File: src/rtl/stepper_line_tracker.sv
// rtl/stepper_line_tracker.sv - filtered half-step decoder and dot-line position tracker
module stepper_line_tracker #(
  parameter int STEPS_PER_LINE = 8,
  parameter int FILTER_CYCLES  = 4,
  parameter int LINE_WIDTH     = 16,
  parameter int IDLE_TIMEOUT   = 1000
) (
  input  logic                  clk,
  input  logic                  reset,
  input  logic                  motor_phase_a,
  input  logic                  motor_phase_b,
  input  logic                  motor_phase_na,
  input  logic                  motor_phase_nb,
  input  logic                  clear,
  output logic                  line_advance_tick,
  output logic                  line_reverse_tick,
  output logic [LINE_WIDTH-1:0] line_position,
  output logic                  direction,
  output logic                  moving,
  output logic                  invalid_step,
  output logic                  invalid_state
);

  // Filter counter saturates at FILTER_CYCLES-1; the pattern is passed on the
  // edge at which it has been seen for the FILTER_CYCLES-th consecutive time.
  localparam int CW = (FILTER_CYCLES > 1) ? $clog2(FILTER_CYCLES) : 1;
  localparam logic [CW-1:0] SAT_CNT = CW'(FILTER_CYCLES - 1);
  localparam logic [CW-1:0] HIT_CNT = (FILTER_CYCLES >= 2) ? CW'(FILTER_CYCLES - 2) : '0;

  localparam int IW = (IDLE_TIMEOUT > 1) ? $clog2(IDLE_TIMEOUT) : 1;
  localparam logic [IW-1:0] IDLE_LAST = IW'(IDLE_TIMEOUT - 1);

  // Accumulator holds +/-(STEPS_PER_LINE-1) plus a +/-2 step before wrapping.
  localparam int AW = $clog2(STEPS_PER_LINE) + 3;
  localparam logic signed [AW-1:0] SPL     = AW'(STEPS_PER_LINE);
  localparam logic signed [AW-1:0] NEG_SPL = -AW'(STEPS_PER_LINE);

  logic [3:0]  phase_raw;
  logic [3:0]  sync1, sync2, cand;
  logic [CW-1:0] stable_cnt;
  logic        filter_hit;
  logic        pass_valid;
  logic [3:0]  pass_pat;
  logic        acc_valid;
  logic [3:0]  acc_pat;

  logic        ref_idle;
  logic [2:0]  ref_idx;
  logic signed [AW-1:0] acc;
  logic [IW-1:0] idle_cnt;

  logic        pat_illegal, pat_idle;
  logic [2:0]  pat_idx;
  logic [2:0]  diff;
  logic signed [2:0] step;
  logic        step_valid, bad_step, bad_state;
  logic signed [AW-1:0] sum;

  assign phase_raw = {motor_phase_a, motor_phase_b, motor_phase_na, motor_phase_nb};

  assign filter_hit = (FILTER_CYCLES == 1) ? (sync2 != cand)
                                           : ((sync2 == cand) && (stable_cnt == HIT_CNT));

  // Synchronise the raw phases and qualify them with a stability counter.
  always_ff @(posedge clk or posedge reset) begin
    if (reset) begin
      sync1      <= '0;
      sync2      <= '0;
      cand       <= '0;
      stable_cnt <= '0;
      pass_valid <= 1'b0;
      pass_pat   <= '0;
      acc_valid  <= 1'b0;
      acc_pat    <= '0;
    end else begin
      sync1      <= phase_raw;
      sync2      <= sync1;
      pass_valid <= filter_hit;
      if (filter_hit) pass_pat <= sync2;
      acc_valid  <= pass_valid;
      if (pass_valid) acc_pat <= pass_pat;
      if (sync2 != cand) begin
        cand       <= sync2;
        stable_cnt <= '0;
      end else if (stable_cnt != SAT_CNT) begin
        stable_cnt <= stable_cnt + 1'b1;
      end
    end
  end

  // Decode the accepted pattern and classify the transition from the reference.
  always_comb begin
    pat_illegal = (acc_pat[3] & acc_pat[1]) | (acc_pat[2] & acc_pat[0]);
    pat_idle    = (acc_pat == 4'b0000);
    case (acc_pat)
      4'b1000: pat_idx = 3'd0;
      4'b1100: pat_idx = 3'd1;
      4'b0100: pat_idx = 3'd2;
      4'b0110: pat_idx = 3'd3;
      4'b0010: pat_idx = 3'd4;
      4'b0011: pat_idx = 3'd5;
      4'b0001: pat_idx = 3'd6;
      4'b1001: pat_idx = 3'd7;
      default: pat_idx = 3'd0;
    endcase
    diff       = pat_idx - ref_idx;
    step       = 3'sd0;
    step_valid = 1'b0;
    bad_step   = 1'b0;
    bad_state  = 1'b0;
    if (acc_valid) begin
      if (pat_illegal) begin
        bad_state = 1'b1;
      end else if (!pat_idle && !ref_idle) begin
        case (diff)
          3'd1: begin step = 3'sd1;  step_valid = 1'b1; end
          3'd2: begin step = 3'sd2;  step_valid = 1'b1; end
          3'd7: begin step = -3'sd1; step_valid = 1'b1; end
          3'd6: begin step = -3'sd2; step_valid = 1'b1; end
          3'd3, 3'd4, 3'd5: bad_step = 1'b1;
          default: step = 3'sd0;
        endcase
      end
    end
    sum = acc + {{(AW-3){step[2]}}, step};
  end

  // Track the reference, accumulate half-steps into lines and drive the outputs.
  always_ff @(posedge clk or posedge reset) begin
    if (reset) begin
      ref_idle          <= 1'b1;
      ref_idx           <= '0;
      acc               <= '0;
      idle_cnt          <= '0;
      line_advance_tick <= 1'b0;
      line_reverse_tick <= 1'b0;
      line_position     <= '0;
      direction         <= 1'b0;
      moving            <= 1'b0;
      invalid_step      <= 1'b0;
      invalid_state     <= 1'b0;
    end else begin
      line_advance_tick <= 1'b0;
      line_reverse_tick <= 1'b0;
      invalid_step      <= bad_step;
      invalid_state     <= bad_state;

      if (acc_valid && !pat_illegal) begin
        if (pat_idle) begin
          ref_idle <= 1'b1;
        end else begin
          ref_idle <= 1'b0;
          ref_idx  <= pat_idx;
        end
      end

      // A clear wins over a coincident step: the step is dropped entirely.
      if (clear) begin
        acc           <= '0;
        line_position <= '0;
      end else if (step_valid) begin
        direction <= ~step[2];
        if (sum >= SPL) begin
          acc               <= sum - SPL;
          line_advance_tick <= 1'b1;
          line_position     <= line_position + 1'b1;
        end else if (sum <= NEG_SPL) begin
          acc               <= sum + SPL;
          line_reverse_tick <= 1'b1;
          line_position     <= line_position - 1'b1;
        end else begin
          acc <= sum;
        end
      end

      if (step_valid && !clear) begin
        moving   <= 1'b1;
        idle_cnt <= '0;
      end else if (moving) begin
        if (idle_cnt == IDLE_LAST) moving <= 1'b0;
        else idle_cnt <= idle_cnt + 1'b1;
      end
    end
  end

endmodule

File: config.mk
export PLATFORM = sky130hd
export DESIGN_NAME = stepper_line_tracker
export DESIGN_NICKNAME = d
export VERILOG_FILES = /design/src/rtl/stepper_line_tracker.sv
export SDC_FILE = /design/constraint.sdc
export NUM_CORES = 1
export LEC_CHECK = 0
export ABC_AREA = 1
export CAP_MARGIN = 15
export CORE_AREA = 2 2 113 126
export DETAILED_ROUTE_END_ITERATION = 7
export DIE_AREA = 0 0 115 128
export PLACE_DENSITY_LB_ADDON = 0.25
export SYNTH_ARGS = -nofsm -noshare
export SYNTH_HDL_FRONTEND = slang
export SYNTH_SLANG_ARGS = --single-unit
File: constraint.sdc
create_clock -name clk -period 13.5 [get_ports clk]
set_input_delay 2.7 -clock clk [delete_from_list [all_inputs] [get_ports clk]]
set_output_delay 2.7 -clock clk [all_outputs]
set_load 0.05 [all_outputs]
==> results of run 1 <==
-- critical path, delay by kind of cell (launching register included) --
family,cells,cell delay [ns]
and+or+nand+nor,18,1.88
adders and majority gates,6,1.59
AOI/OAI and AO/OA,5,0.84
DFF,1,0.44
buffers and inverters,6,0.40
xor gates and xnor gates,2,0.35
-- state kept, by name, summed over array words and instances (netlist names) --
| register | cells |
|---|---|
| ref_idx | 3 |
| line_reverse_tick | 1 |
| cand | 4 |
| line_position | 16 |
| pass_pat | 4 |
| acc_pat | 4 |
| direction | 1 |
| ref_idle | 1 |
| invalid_state | 1 |
| pass_valid | 1 |
| moving | 1 |
| line_advance_tick | 1 |
| stable_cnt | 2 |
| acc_valid | 1 |
| invalid_step | 1 |
| sync1 | 4 |
| idle_cnt | 10 |
| acc | 6 |
| sync2 | 4 |
-- kinds of logic (layout without fill, tap and decap cells) --
kind of cell	Yosys count	count (layout)	share of synthesized area
adder cells (fa/ha/maj)	29	29	0.0970
flip-flops	66	66	0.416
AO/OA/AOI/OAI	57	57	0.0882
AND/OR/NAND/NOR	231	231	0.271
multiplexers	3	3	0.00850
buffers and inverters	75	113	0.0759
XOR/XNOR	18	18	0.0435
-- layer usage --
metal | vias up | global-route usage
li1 | 1606 | -
met1 | 1477 | 0.155
met2 | 40 | 0.200
met3 | 10 | 0.0288
met4 | 0 | 0.0574
met5 | - | 0
-- report_power, final --
group | switching (mW) | leakage (nW) | total [mW] | internal, mW
Combinational | 0.0472 | 1.37 | 0.0756 | 0.0285
Sequential | 0.00399 | 0.864 | 0.207 | 0.203
Clock | 0.0934 | 0.128 | 0.219 | 0.125
Total | 0.145 | 2.37 | 0.501 | 0.357
-- path summary, 6_finish.rpt --
check,cells past startpoint,endpoint,from
min in group asynchronous,3,pass_pat[3],reset
min reg2reg,0,sync2[2],sync1[2]
max in group asynchronous,3,line_position[9],reset
max reg2reg,37,line_position[12],acc_pat[1]
min,0,sync2[2],sync1[2]
max,37,line_position[12],acc_pat[1]
-- cell usage after synthesis (2+ instances only) --
library cell	instances	share of area
buf_6	2	0.0057
o31ai_1	2	0.0038
xor2_1	8	0.018
nand2_4	2	0.0057
mux2_2	3	0.0085
nor4_1	2	0.0031
o21ai_0	20	0.025
nor3_1	5	0.0063
a21oi_4	2	0.0082
or2_2	5	0.0079
fa_1	3	0.015
nand2_2	10	0.016
inv_1	61	0.058
nand4_1	3	0.0047
a211oi_1	2	0.0038
inv_2	4	0.0038
nand3_4	2	0.0088
nand3_1	42	0.053
xnor2_1	8	0.018
a21oi_1	21	0.026
nor2_4	3	0.0085
xor2_2	2	0.0082
nand2_1	119	0.11
nor2_1	30	0.028
nand3_2	4	0.010
clkbuf_1	4	0.0038
o21bai_2	2	0.0057
ha_1	26	0.082
dfrtp_1	65	0.41
-- layout make-up --
class	instances	area, um^2	area share
Clock buffer	9	225	0.0479
Inverter	68	259	0.0551
Timing Repair Buffer	29	288	0.0612
Tap cell	164	205	0.0436
Sequential cell	66	1650	0.351
Clock inverter	7	53.8	0.0114
Multi-Input combinational cell	338	2020	0.429
-- metrics by stage --
step | cells | util
after floorplan | 479 | -
after global placement | 665 | 0.327
after global routing | 681 | 0.348
after CTS | 681 | 0.348
final | 681 | 0.348
after detailed placement | 665 | 0.327
==> impl_metrics.tcl, run 1 <==
set metrics [dict create \
    period_share 0.418 \
    whs_ns 0.347 \
    setup_viol 0 \
    gp_congestion 0.798 \
    core_um2 13500 \
    synthArstFlopShare 1.00 \
    dieArea_um2 14700 \
    cts_buffer_depth 2 \
    min_period_ns 5.64 \
    slew_viol_final 0 \
    ys_seq_area_frac 0.416 \
    wl_met1_um 3930 \
    clk_latency_ns 0.34 \
    fill_cells 1367 \
    path_class "flip-flop to flip-flop" \
    detailedPlacementHpwl_um 5950 \
    overflow 0 \
    via_per_inst 4.60 \
    synthFlopType "dfrtp_1" \
    cts_tree "yes" \
    drive_gt1_frac 0.122 \
    crit_path_end_kind "flip-flop" \
    clock_skew_ns 0.0101 \
    cts_max_level 3 \
    cp_max_fo 19 \
    wl_met3_um 205 \
    final_common_cell "nand2_1" \
    areaGrowthSynthToFinish_pct 18.4 \
    die_x_um 115 \
    cts_hold_buf 0 \
    antennaDiodeCount 0 \
    power_mw 0.501 \
    ctsResizeCount 0 \
    grt_use_total 0.123 \
    tightest_slew_ns 0.833 \
    cts_setup_buffers 0 \
    syn_area_um2 3970 \
    cts_sinks 66 \
    cp.required_ns 13.72 \
    syn-num-nets 515 \
    cpPeakStageDelay_ns 0.44 \
    peakVddDrop_mv 0.0469 \
    cp-start-kind "flip-flop" \
    finalInstanceArea_um2 4700 \
    drc 0 \
    first_iter_violations 123 \
    cts_root_buffer "clkbuf_16" \
    vias 3133 \
    synth-seq-cells 66 \
    cellPowerDensity_nw_per_um2 107 \
    fp.dieH_um 128 \
    io_pins 29 \
    critPathSlowestCell "dfrtp_1" \
    syn_inst 479 \
    hold_class "flip-flop to flip-flop" \
    routed.top_layer "met4" \
    wl_met2_um 3910 \
    firstDrtPassIters 4 \
    post-place-ws_ns 7.87 \
    antenna_found_initial 0 \
    p_leak_nw 2.37 \
    rows 45 \
    numCtsBuffers 9 \
    wl_per_cell_um 12.1 \
    r2r_slack_ns 7.86 \
    io_buffers 28 \
    syn_area_per_cell_um2 8.30 \
    grt_pass1_vias 3179 \
    final_nets 548 \
    clkTransAtPathRegs_ns 0.06 \
    ys_types 46 \
    cpMostUsedCell "nand2_1" \
    critPathArrivalTime_ns 5.87 \
    routed_wl_um 8210 \
    final_cell_mix "119 x nand2_1, 65 x dfrtp_1, 60 x inv_1" \
    rsz0062_at_grt "no" \
    ant_nets 0 \
    fmax_ghz 0.177 \
    start_util 0.294 \
    max_slew_margin 0.445 \
    cap_violations 0 \
    timing.final.ws_setup_ns 7.86 \
    finalSetupTns_ns 0 \
    synth_warnings 0 \
    grt_start_max_net_pins 67 \
    place_area_um2 4420 \
    finalHoldViolations 0 \
    synth_edf_count 0 \
    outcome "completed" \
    grt_pass1_wl_um 14500 \
]
No activity file was read; power rests on OpenSTA's default activity.
==> inputs of run 2 (changes only) <==
- clock period: 13.5 -> 5.45 ns (I/O delays scaled with it)
==> run 2 against run 1 <==
Via count rose by 4.2%. Combinational power rose to 3.4 times the previous value. Worst setup slack got worse by 7.6 ns. Register-to-register slack got worse by 7.6 ns. Hold slack got worse by 0.0013 ns. Utilization rose by 4.1 points. Clock skew fell by 0.0033 ns. Clock-buffer cell count rose by 1. Cell count rose by 2.9%.
==> impl_metrics.tcl, run 2 (same netlist as run 1, synthesis figures left out) <==
set metrics [dict create \
    clock_skew_ns 0.00674 \
    first_iter_violations 144 \
    ant_nets 0 \
    power_frac_clock 0.448 \
    antenna_found_initial 0 \
    io_pins 29 \
    dieArea_um2 14700 \
    final_nets 568 \
    gp_congestion 0.842 \
    cts_max_level 3 \
    cp_max_fo 6 \
    max_slew_margin 0.506 \
    path_class "flip-flop to flip-flop" \
    antennaDiodeCount 0 \
    clk_latency_ns 0.33 \
    firstDrtPassIters 4 \
    period_share 0.957 \
    outcome "completed" \
    final_common_cell "nand2_1" \
    cellPowerDensity_nw_per_um2 265 \
    routed.top_layer "met4" \
    fmax_ghz 0.192 \
    fp.dieH_um 128 \
    grt_use_total 0.121 \
    wl_per_cell_um 12.5 \
    largest_reg_flops 16 \
    cts_buffer_depth 2 \
    core_um2 13500 \
    die_x_um 115 \
    crit_path_end_kind "flip-flop" \
    detailedPlacementHpwl_um 6060 \
    critPathSlowestCell "dfrtp_2" \
    p_sw_mw 0.376 \
    finalSetupTns_ns 0 \
    cts_tree "yes" \
    power_frac_seq 0.370 \
    wl_met2_um 4330 \
    cts_hold_buf 0 \
    final_cells 701 \
    routed_wl_um 8750 \
    numCtsBuffers 9 \
    tightest_slew_ns 0.741 \
    p_int_mw 1.02 \
    via_per_inst 4.66 \
    reg_top3 "line_position x16, idle_cnt x10, acc x6" \
    final_cell_mix "111 x nand2_1, 64 x dfrtp_1, 57 x inv_1" \
    cp.required_ns 5.68 \
    start_util 0.294 \
    cp-start-kind "flip-flop" \
    drive_gt1_frac 0.248 \
    place_area_um2 4460 \
    overflow 0 \
    drc 0 \
    cts_root_buffer "clkbuf_16" \
    grt_pass1_vias 3117 \
    cap_violations 0 \
    vias 3266 \
    swShare 0.270 \
    io_buffers 28 \
    cts_sinks 66 \
    critPathArrivalTime_ns 5.44 \
    cpPeakStageDelay_ns 0.45 \
    p_leak_nw 2.52 \
    wl_met1_um 4040 \
    finalHoldViolations 0 \
    finalInstanceArea_um2 5260 \
    clkTransAtPathRegs_ns 0.06 \
    min_period_ns 5.22 \
    final_util 0.389 \
    slew_viol_final 0 \
    wl_met3_um 185 \
    peakVddDrop_mv 0.122 \
    combinationalPowerShare 0.182 \
    areaGrowthSynthToFinish_pct 32.3 \
    setup_viol 0 \
    rows 45 \
    hold_class "flip-flop to flip-flop" \
    place_inst 670 \
    largest_register "line_position" \
    grt_start_max_net_pins 36 \
    grt_pass1_wl_um 14200 \
]
==> run 2: metrics by stage <==
step	hold WS (ns)	power [mW]	worst slack, ns
floorplan	0.331	0.664	0.356
global placement	0.332	0.716	0.0427
detailed placement	0.335	0.717	-0.0535
CTS	0.349	1.35	0.0222
global route	0.363	1.46	-0.0719
finish	0.346	1.39	0.234
==> run 2: per-layer routing <==
metal,vias up,global-route usage
met2,36,0.193
met4,0,0.0560
met5,-,0
met3,18,0.0241
met1,1563,0.157
li1,1649,-
==> run 2: final cells by class <==
class	instances	area, um^2
inverters	68	260
fillers	1357	8260
clock buffers	10	229
well taps	164	205
clock inverters	6	92.6
multi-input cells	339	2360
repair buffers	48	459
flip-flops and latches	66	1650
==> run 2: worst paths after layout <==
| path | from | end | slack (ns) | depth (start not counted) |
|---|---|---|---|---|
| max | acc_pat[1] | line_position[10] | 0.23 | 38 |
| min | sync1[1] | sync2[1] | 0.35 | 0 |
| max reg2reg | acc_pat[1] | line_position[10] | 0.23 | 38 |
| min reg2reg | sync1[1] | sync2[1] | 0.35 | 0 |
| max in group asynchronous | reset | line_position[3] | 3.34 | 3 |
| min in group asynchronous | reset | stable_cnt[1] | 1.21 | 2 |
==> run 2: repair_timing <==
| action | 4_1_cts | 5_1_grt |
|---|---|---|
| setup endpoints to repair | 5 | 13 |
| gates cloned | 1 | 0 |
| buffers inserted | 1 | 13 |
| pin swaps | 1 | 34 |
| gates resized for setup | 3 | 64 |
==> run 2: power by group through the flow <==
| stage | Combinational [mW] | Clock (mW) | Sequential (mW) |
|---|---|---|---|
| global route | 0.282 | 0.666 | 0.516 |
| detailed placement | 0.195 | 0 | 0.522 |
| global placement | 0.195 | 0 | 0.521 |
| CTS | 0.197 | 0.640 | 0.513 |
| finish | 0.254 | 0.624 | 0.515 |
| floorplan | 0.123 | 0 | 0.540 |
==> run 2: worst max-delay path, delay by kind of cell (launching register included) <==
kind / cells / cell delay, ns
compound gates: 5 / 0.67
xor+xnor: 2 / 0.32
fa+ha+maj: 6 / 1.51
buf+inv: 9 / 0.80
flops: 1 / 0.45
simple gates: 16 / 1.36
==> inputs of run 3 (changes only) <==
==> constraint.sdc (replaced) <==
create_clock -name clk -period 5.45 [get_ports clk]
set_input_delay 1.09 -clock clk [delete_from_list [all_inputs] [get_ports clk]]
set_output_delay 1.09 -clock clk [all_outputs]
set_load 0.01 [all_outputs]
==> results of run 3 <==
The final DEF is identical to that of run 2. Status: completed.
Among the figures that moved: total power 1.39 mW -> 1.37 mW
